<file path="config.mk">
export PLATFORM = sky130hd
export DESIGN_NAME = stream_out_framer
export DESIGN_NICKNAME = d
export VERILOG_FILES = /design/src/rtl/stream_out_framer.sv
export SDC_FILE = /design/constraint.sdc
export NUM_CORES = 1
export LEC_CHECK = 0
export CAP_MARGIN = 0
export CORE_MARGIN = 10
export CORE_UTILIZATION = 45
export CTS_CLUSTER_DIAMETER = 30
export DETAILED_ROUTE_END_ITERATION = 6
export GPL_TIMING_DRIVEN = 0
export PLACE_DENSITY = 0.8
export SYNTH_ARGS = -nofsm -noshare
export SYNTH_HDL_FRONTEND = slang
export SYNTH_SLANG_ARGS = --single-unit
</file>
<file path="constraint.sdc">
create_clock -name clk -period 2.8 [get_ports clk]
set_input_delay 0.56 -clock clk [delete_from_list [all_inputs] [get_ports clk]]
set_output_delay 0.56 -clock clk [all_outputs]
set_load 0.02 [all_outputs]
</file>
<file path="src/rtl/stream_out_framer.sv">
// stream_out_framer: 2-entry output skid buffer that regenerates AXI-Stream
// frame markers (tuser = SOF, tlast = EOL) from its own column/row counters
// and pulses frame_done when the last pixel of the frame leaves the block.
// Optional feature macro: STREAM_OUT_FRAMER_TLAST_CHECK_EN -- when defined,
// upstream tlast is compared against the computed end-of-line and any
// disagreement sets the sticky err_tlast flag.
module stream_out_framer #(
  parameter int DATA_WIDTH = 24,
  parameter int IMG_WIDTH  = 3840,
  parameter int IMG_HEIGHT = 2160
) (
  input  logic                  clk,
  input  logic                  rst,
  input  logic                  s_axis_tvalid,
  output logic                  s_axis_tready,
  input  logic [DATA_WIDTH-1:0] s_axis_tdata,
  input  logic                  s_axis_tlast,
  output logic                  m_axis_tvalid,
  input  logic                  m_axis_tready,
  output logic [DATA_WIDTH-1:0] m_axis_tdata,
  output logic                  m_axis_tlast,
  output logic                  m_axis_tuser,
  output logic                  frame_busy,
  output logic                  frame_done,
  output logic                  err_tlast
);

  localparam int CW = (IMG_WIDTH  > 1) ? $clog2(IMG_WIDTH)  : 1;
  localparam int RW = (IMG_HEIGHT > 1) ? $clog2(IMG_HEIGHT) : 1;
  localparam logic [CW-1:0] COL_LAST = CW'(IMG_WIDTH - 1);
  localparam logic [RW-1:0] ROW_LAST = RW'(IMG_HEIGHT - 1);

  typedef struct packed {
    logic [DATA_WIDTH-1:0] data;
    logic                  sof;
    logic                  eol;
    logic                  eof;
  } beat_t;

  logic [CW-1:0] col_q, col_d;
  logic [RW-1:0] row_q, row_d;
  beat_t [1:0]   buf_q;
  logic          wr_q, rd_q;
  logic [1:0]    cnt_q, cnt_d;
  logic          rdy_q;   // holds tready low while in reset
  logic          busy_q, done_q;
  logic          push, pop;
  beat_t         in_beat, head;

  assign s_axis_tready = rdy_q && (cnt_q != 2'd2);
  assign m_axis_tvalid = (cnt_q != 2'd0);
  assign push          = s_axis_tvalid && s_axis_tready;
  assign pop           = m_axis_tvalid && m_axis_tready;
  assign head          = buf_q[rd_q];

  assign m_axis_tdata  = head.data;
  assign m_axis_tlast  = head.eol;
  assign m_axis_tuser  = head.sof;
  assign frame_busy    = busy_q;
  assign frame_done    = done_q;

  // Tag the incoming beat from the current position and compute next position
  always_comb begin
    in_beat.data = s_axis_tdata;
    in_beat.sof  = (col_q == '0) && (row_q == '0);
    in_beat.eol  = (col_q == COL_LAST);
    in_beat.eof  = in_beat.eol && (row_q == ROW_LAST);
    col_d = col_q + 1'b1;
    row_d = row_q;
    if (in_beat.eol) begin
      col_d = '0;
      row_d = (row_q == ROW_LAST) ? '0 : row_q + 1'b1;
    end
  end

  // Occupancy: push and pop together leave the count unchanged
  always_comb begin
    cnt_d = cnt_q;
    case ({push, pop})
      2'b10:   cnt_d = cnt_q + 2'd1;
      2'b01:   cnt_d = cnt_q - 2'd1;
      default: cnt_d = cnt_q;
    endcase
  end

  // Counters, buffer storage, pointers and frame status flags
  always_ff @(posedge clk) begin
    if (rst) begin
      col_q  <= '0;
      row_q  <= '0;
      buf_q  <= '0;
      wr_q   <= 1'b0;
      rd_q   <= 1'b0;
      cnt_q  <= 2'd0;
      rdy_q  <= 1'b0;
      busy_q <= 1'b0;
      done_q <= 1'b0;
    end else begin
      rdy_q <= 1'b1;
      cnt_q <= cnt_d;
      if (push) begin
        buf_q[wr_q] <= in_beat;
        wr_q        <= ~wr_q;
        col_q       <= col_d;
        row_q       <= row_d;
      end
      if (pop) rd_q <= ~rd_q;
      // A new SOF wins over the previous frame's EOF leaving in the same cycle
      if (push && in_beat.sof)   busy_q <= 1'b1;
      else if (pop && head.eof)  busy_q <= 1'b0;
      done_q <= pop && head.eof;
    end
  end

`ifdef STREAM_OUT_FRAMER_TLAST_CHECK_EN
  logic err_q;

  // Sticky flag: upstream tlast disagreed with our own end-of-line position
  always_ff @(posedge clk) begin
    if (rst)                                     err_q <= 1'b0;
    else if (push && (s_axis_tlast != in_beat.eol)) err_q <= 1'b1;
  end

  assign err_tlast = err_q;
`else
  logic unused_tlast;
  assign unused_tlast = s_axis_tlast;
  assign err_tlast    = 1'b0;
`endif

endmodule

</file>
Word-level counts from Yosys, hierarchy flattened --
Index checks and enable logic that the tools add are counted.
Word-level totals: bits of input ports 29, register bits 85, word-level logic and storage cells 55, output and inout port bits 31
Operators by class: bitwise gates (word level) 2, add/subtract/negate cells 4, reduce and logical (&&, ||, !) cells 14, $lt $le $gt $ge 3, equality and inequality tests 5, multiplexer cells 11
Operator list (count):
- $mux 27 | 3
- $bwmux 54 | 1
- $demux 27 s1 | 1
- $add 12x1->12 const B | 2
- $eq 12x12->1 const B | 2
- $logic_not 12->1 | 2
- $mux 12 | 2
- $logic_and 1x1->1 | 8
- $reduce_bool 2->1 | 3
- $lt 1x2->1 const B | 2
- $pmux 2 s2 | 1
- $mux 1 | 3
- $add 2x1->2 const B | 1
- $eq 2x1->1 const B | 1
- $eq 2x2->1 const B | 1
- $ne 2x2->1 const B | 1
- $not 1->1 | 2
- $reduce_and 2->1 | 1
- $sub 2x1->2 const B | 1
- $ge 1x1->1 const B | 1

Depth between registers and ports, before layout --
Gate-level depths: netlist of run 1.
word-level depth 5, gate-level depth with buffers 8, gate-level depth less buffers 7

Worst setup path before layout of run 1 --
Ideal clock, no wire load.
path kind reg2out, start point register rd_q, end point output port m_axis_tdata[14], data required time 2.240 ns, data arrival time 1.410 ns, stages on the path, launching flop included 4, path slack 0.830 ns, path buffers 2, cells stage by stage dfxtp_1 > clkbuf_1 > clkbuf_1 > mux2_2
On the way: cells in the longest elaborated chain, start to end 2
Ends and longest elaborated chain:
- from (decl) | RTL line 43 | logic wr_q, rd_q;
- from (signal assigned) | RTL line 107 | if (pop) rd_q <= ~rd_q;
- $mux 27 (not written as such) (2 in series) | RTL line 54 | assign head = buf_q[rd_q];
- to (decl) | RTL line 20 | output logic [DATA_WIDTH-1:0] m_axis_tdata,
No other way between the ends. The select of a mux whose other input is x is not followed.

Worst setup path in the final report of run 1 --
start point register rd_q, end point output port m_axis_tdata[21]
Same word-level chain as after synthesis.

==> out/qor.txt, run 1 <==
Status = finished, final reports clean
Power per Cell Area = 608 mW/mm^2
Total gr overflow = 0
Clk_lat worst skew = 0.36 ns
Ant. Diodes = 0
Post-synthesis area per instance = 9.18 sq um
Die X = 111 um
Remaining antenna violation count = 0
Largest area contributor in the netlist = dfxtp_1
Max incr delay on CP = 0.55 ns
# rows = 33
CTS-repair resized insts = 3
R2R cell count = 5
Slew Limit Fails = 0
DR vias = 3297
Final Hold Vio Count = 0
Post-detail-place hpwl = 6.91 mm
Die H = 111 um
Hold Path Class = reg2reg
Clock transition at the registers of the reported paths = 0.08 ns
Lkg Pwr = 0.00162 uW
Rel. slew slack = 38.3%
Starting density of the core = 45.9%
Port Buf Inserts = 56
Data arrival, critical path = 2.11 ns
Final setup viols = 0
Initial drt markers = 232
Worst Setup End Kind = output pin
Nets = 509
Post-synth top area share = 45.3%
First-pass DRT Iterations = 4
CORE AREA = 0.00818 sq mm
End of the critical path = m_axis_tdata[21]
Worst vdd ir = 0.245 mV
Share of cells above drive strength 1 = 13.6%
Period minus WS final = 2.67 ns
Post-Syn Area = 0.00375 sq mm
CTS H-tree lvls = 3
CP Class = reg2out
Slew @ Worst Pin = 0.918 ns
Syn Inst Count = 409
Post-Syn Nets = 443
Clock root buffer master = clkbuf_8
Crit path depth = 3
GRT Overall Usage = 15.2%
CTS tree = yes
Postcts setup bufs = 0
Num CTS Buffers = 9
Final period util = 95.5%
RR Startpoint = cnt_q[0]$_SDFFE_PP0P_
Hold_ws = 0.457 ns
Reg2Reg Setup Slack = 0.57 ns
Asr flop ratio synth = 0%
Synth top area cells = dfxtp_1 (45%), mux2_2 (8.4%), nand2_1 (6.7%)
Ys flop type = dfxtp_1
Slowest-stage cell, CP = clkdlybuf4s50_1
CTS Sinks = 85
Routed WL = 9.64 mm
# IOs = 60
RSZ-0062 raised after global routing = false
Reg2Reg Capture Point = buf_q[35]$_SDFFE_PP0P_
Crit path max-delay family = buffers and inverters
Die area = 0.0124 sq mm
Area grow syn2layout = 23.7%
Max Clock Freq = 374 MHz
Final core utilization = 56.8%
Largest net degree at the start of global routing = 16
WL per Instance = 16.5 um
Hold Path Origin = buf_q[24]$_SDFFE_PP0P_
Deepest clock path buffer count = 2
CP Launch Point = rd_q$_SDFFE_PP0P_
Initial antenna violation count = 0
Synth unique cells = 51
First-pass GRT wire length = 16.0 mm
Yosys warns = 0
Buffers & Inverters on Critical Path = 2
Flops & latches, synth = 85
# DRC = 0
EDFF count, synth = 0
Commonest cells in the netlist = dfxtp_1 (85), nand2_1 (67), a21oi_1 (39), mux2_2 (28), a22o_1 (25)
Gpl congestion = 0.854
Vias in the first global route = 3237
Worst setup SP type = flip-flop
Vias per inst = 5.65
Most frequent cell after synthesis = dfxtp_1
Sequential area share after synthesis = 45.3%
Layout Skew = 0.00894 ns
Max_cap viols = 0
Worst-path cell chain = clkbuf_2 -> mux2_2 -> clkdlybuf4s50_1
Worst-path fanout max = 10
Worst EP required = 2.24 ns
Hold-fix buffers at CTS = 0
-- logic make-up (layout without fill, tap and decap cells) --
group | Yosys count | in the layout | synth area share (%)
DFF | 85 | 85 | 45.3
AOI/OAI and AO/OA | 91 | 91 | 16.8
buffers and inverters | 34 | 104 | 4.03
muxes | 28 | 28 | 8.40
other | 1 | 1 | 0.0999
adders and majority gates | 5 | 5 | 1.67
and+or+nand+nor | 155 | 155 | 21.4
xor gates and xnor gates | 10 | 10 | 2.33
-- where the power goes --
part	switching, uW	total (uW)	internal [uW]
Clock	463	877	415
Combinational	322	611	289
Sequential	64.4	1340	1270
Total	849	2820	1980
-- layout make-up --
type | count | area (sq um)
timing repair buffer | 56 | 561
buffer | 23 | 113
multi-input combinational | 290 | 1900
tap | 105 | 131
inverter | 10 | 37.5
clock inverter | 6 | 72.6
sequential | 85 | 1700
clock buffer | 9 | 124
fill | 730 | 3530
-- metal layers --
metal | up-vias | part of all wire [%] | track usage (%)
li1 | 1616 | - | -
met1 | 1564 | 46 | 19.5
met2 | 99 | 46 | 23.3
met3 | 18 | 5.8 | 3.86
met4 | 0 | 1.9 | 6.94
met5 | - | 0 | 0
-- sequential cells by signal, summed over array words and instances (netlist names) --
| signal | count |
|---|---|
| rdy_q | 1 |
| rd_q | 1 |
| col_q | 12 |
| wr_q | 1 |
| frame_done | 1 |
| buf_q | 54 |
| row_q | 12 |
| frame_busy | 1 |
| cnt_q | 2 |
-- worst min path at each step --
stage               depth (start not counted)                      to
floorplan                                   1  buf_q[29]$_SDFFE_PP0P_
global placement                            1  buf_q[29]$_SDFFE_PP0P_
detailed placement                          2  buf_q[13]$_SDFFE_PP0P_
CTS                                         2  buf_q[24]$_SDFFE_PP0P_
global route                                2  buf_q[13]$_SDFFE_PP0P_
finish                                      2  buf_q[24]$_SDFFE_PP0P_
-- worst reg2reg max path, stage by stage (launching register included) --
cell      delay, ns
dfxtp_1        0.45
nor2b_1        0.08
buf_2          0.20
nor4_2         0.77
clkbuf_1       0.47
a22o_1         0.21
-- cells in the final DEF, fill, tap and decap left out, types with 3 or more instances in the layout --
master / n
nor2_1: 19
o21ai_0: 4
buf_4: 3
nand3_1: 13
clkinv_4: 3
xnor2_1: 8
a21oi_1: 39
a32o_1: 6
dfxtp_1: 84
o211ai_1: 5
or3_1: 9
clkbuf_8: 9
clkdlybuf4s50_1: 56
clkbuf_1: 12
a22o_1: 25
nor2b_1: 3
ha_1: 5
nand2_1: 67
buf_2: 5
nand4_1: 6
inv_1: 9
mux2_2: 28
nor4_1: 10
nor3_1: 3
-- metrics by stage --
step | cell area, sq um | worst slack (ns) | setup TNS, ns | std cells | power (uW)
after floorplan | 3750 | 0.830 | 0 | 409 | 1730
after global placement | 4450 | -0.0494 | -0.886 | 570 | 1960
after detailed placement | 4450 | -0.0444 | -0.593 | 570 | 1970
after CTS | 4640 | 0.125 | 0 | 584 | 2830
after global routing | 4640 | 0.0842 | 0 | 584 | 2930
final | 4640 | 0.127 | 0 | 584 | 2820
(Power assumes the default switching activity.)
==> inputs of run 2 (changes only) <==
Settings changed: PLACE_DENSITY 0.8 to 0.83, SLEW_MARGIN set to 20.
Clock period 2.8 ns to 2.45 ns, I/O delays scaled along.
==> run 2 against run 1 <==
Net effect:
- final cell count is 0.17% higher
- count of clock-buffer cells in the layout stayed put
- core utilization up 0.41 points
- die area unchanged
- hold slack lost 0.0015 ns
- sequential power up 14%
- combinational power rose by 17%
- clock skew rose by 0.0052 ns
- worst setup slack worse by 0.089 ns
- register-to-register slack got worse by 0.35 ns
- routed wire length increased by 2.6%
- global-route usage increased by 0.31 points
- critical path type unchanged
- largest power group unchanged
==> out/qor.txt, run 2 (synthesis gave the netlist of run 1 again) <==
Clk_lat worst skew = 0.37 ns (about the same)
Routed WL = 9.89 mm (+2.6%)
Initial antenna violation count = 0 (unchanged)
Period minus WS final = 2.41 ns
Share of cells above drive strength 1 = 14.2% (+0.60 points)
Layout Skew = 0.0142 ns (+0.00525 ns)
Clock network power share = 29.5% (-1.6 points)
Psw = 1000 uW (+18%)
CP Class = reg2out
Total gr overflow = 0 (unchanged)
Worst-path cell chain = buf_4 -> mux2_2 -> clkdlybuf4s50_1
Initial drt markers = 159 (-31%)
Reg2Reg Capture Point = row_q[6]$_SDFFE_PP0P_
Final Hold Vio Count = 0 (unchanged)
Max_cap viols = 0 (unchanged)
Clock transition at the registers of the reported paths = 0.09 ns (about the same)
Final core utilization = 57.2% (+0.41 points)
Slew Limit Fails = 0 (unchanged)
Slew @ Worst Pin = 0.803 ns (-0.115 ns)
Max incr delay on CP = 0.54 ns (about the same)
Register with the most flip-flops = buf_q
First-pass DRT Iterations = 5 (+1)
First-pass GRT wire length = 16.4 mm (+2.7%)
Vias in the first global route = 3311 (+2.3%)
# IOs = 60 (unchanged)
Power per Cell Area = 680 mW/mm^2 (+12%)
Lkg Pwr = 0.00176 uW (+8.3%)
Ant. Diodes = 0 (unchanged)
Sum Neg Setup Slack = 0 ns (unchanged)
Clock root buffer master = clkbuf_8
DR vias = 3385 (+2.7%)
Final period util = 98.5%
Starting density of the core = 45.9% (unchanged)
Hold Path Class = reg2reg
Switching share of power = 31.5% (+1.5 points)
End of the critical path = m_axis_tdata[13]
Combinational Power Share = 22.4% (+0.8 points)
Cell count after placement = 570 (unchanged)
WL per Instance = 16.9 um (+2.4%)
Die X = 111 um (unchanged)
Worst vdd ir = 0.295 mV (+20%)
Final setup viols = 0 (unchanged)
R2R cell count = 6 (+1)
Top flop regs = buf_q (54), col_q (12), row_q (12)
Reg2Reg Setup Slack = 0.22 ns (-0.35 ns)
Max Clock Freq = 415 MHz
Post-Layout Cell Count = 585 (+0.17%)
Deepest clock path buffer count = 2 (unchanged)
Worst EP required = 1.96 ns (-0.28 ns)
Gpl congestion = 0.879 (+2.9%)
# rows = 33 (unchanged)
Hold_ws = 0.455 ns (-0.00146 ns)
Nets = 509 (unchanged)
Hold Crit Depth = 2 (unchanged)
Port Buf Inserts = 56 (unchanged)
Status = finished, final reports clean
Num CTS Buffers = 9 (unchanged)
Die area = 0.0124 sq mm (unchanged)
Slowest-stage cell, CP = clkdlybuf4s50_1
Crit path max-delay family = buffers and inverters
Most frequent cells in the layout = dfxtp_1 (84), nand2_1 (67), clkdlybuf4s50_1 (48), a21oi_1 (38), mux2_2 (28)
GRT Overall Usage = 15.5% (+0.31 points)
Flop pwr share = 48.1% (+0.8 points)
Rel. slew slack = 46.0% (+7.7 points)
Int Pwr = 2180 uW (+10%)
Buffers & Inverters on Critical Path = 2 (unchanged)
CTS Sinks = 85 (unchanged)
Largest net degree at the start of global routing = 17 (+1)
CP Launch Point = rd_q$_SDFFE_PP0P_
Vias per inst = 5.79 (+2.5%)
Die H = 111 um (unchanged)
Crit path depth = 3 (unchanged)
CTS tree = yes
CTS H-tree lvls = 3 (unchanged)
# DRC = 0 (unchanged)
Worst Setup End Kind = output pin
Post-detail-place hpwl = 7.05 mm (+2.0%)
Remaining antenna violation count = 0 (unchanged)
Max reg flops = 54 (unchanged)
CORE AREA = 0.00818 sq mm (unchanged)
Area grow syn2layout = 24.6%
Worst-path fanout max = 10 (unchanged)
Commonest non-fill, non-tap cell in the layout = dfxtp_1
Data arrival, critical path = 1.92 ns (-0.19 ns)
Worst setup SP type = flip-flop
RR Startpoint = col_q[0]$_SDFFE_PP0P_
-- run 2: cell count changes in the layout (fill, tap and decap cells not counted), sizes merged --
cell,delta
clkdlybuf4s50,-8
dlymetal6s2s,+8
inv,+2
bufinv,-1
clkinv,-1
clkinvlp,+1
-- run 2: power groups by stage --
| stage | registers, uW | logic [uW] | clock network, uW |
|---|---|---|---|
| after floorplan | 1520 | 450 | 0 |
| after global placement | 1530 | 705 | 0 |
| after detailed placement | 1540 | 719 | 0 |
| after CTS | 1530 | 714 | 934 |
| after global routing | 1540 | 765 | 1010 |
| final | 1530 | 713 | 938 |
-- run 2: final cells by class --
| cell class | count | area (sq um) |
|---|---|---|
| fill | 725 | 3500 |
| multi-input combinational | 290 | 1920 |
| sequential | 85 | 1710 |
| timing repair buffer | 56 | 581 |
| tap | 105 | 131 |
| clock buffer | 9 | 124 |
| buffer | 23 | 124 |
| clock inverter | 7 | 57.6 |
| inverter | 10 | 37.5 |
-- run 2: per-stage QoR --
stage | total power, uW | setup WS [ns] | instance area [sq um]
6_report | 3180 | 0.0380 | 4680
5_1_grt | 3310 | -0.000782 | 4680
4_1_cts | 3180 | 0.00497 | 4640
3_5_place_dp | 2260 | -0.369 | 4450
3_3_place_gp | 2240 | -0.298 | 4450
2_1_floorplan | 1970 | 0.502 | 3750
-- run 2: how the worst min path moves through the flow --
stage                     slack (ns)                    from                endpoint
after floorplan                 0.42  buf_q[29]$_SDFFE_PP0P_  buf_q[29]$_SDFFE_PP0P_
after global placement          0.43  buf_q[29]$_SDFFE_PP0P_  buf_q[29]$_SDFFE_PP0P_
after detailed placement        0.44  buf_q[11]$_SDFFE_PP0P_  buf_q[11]$_SDFFE_PP0P_
after CTS                       0.46  buf_q[11]$_SDFFE_PP0P_  buf_q[11]$_SDFFE_PP0P_
after global routing            0.48  buf_q[21]$_SDFFE_PP0P_  buf_q[21]$_SDFFE_PP0P_
final                           0.46  buf_q[11]$_SDFFE_PP0P_  buf_q[11]$_SDFFE_PP0P_
-- run 2: timing repair --
item                                    in CTS  in global routing
endpoints found under the setup margin      26                 28
buffers inserted                             0                  0
hold buffers                                 0                  0
gates resized for setup                      7                 11
pin swaps                                    0                  0
-- run 2: routing by layer --
layer | vias to the layer above | global-route usage [%] | routed length [um]
li1 | 1616 | - | -
met5 | - | 0 | 0
met2 | 114 | 25.9 | 4760
met4 | 0 | 6.94 | 186
met3 | 17 | 2.84 | 590
met1 | 1638 | 18.9 | 4350
-- run 2: tightest hold or removal path: cells and delay by family, from the launching register on --
family	cells	cell delay, ns
compound gates	1	0.05
flops	1	0.32
simple gates	1	0.05
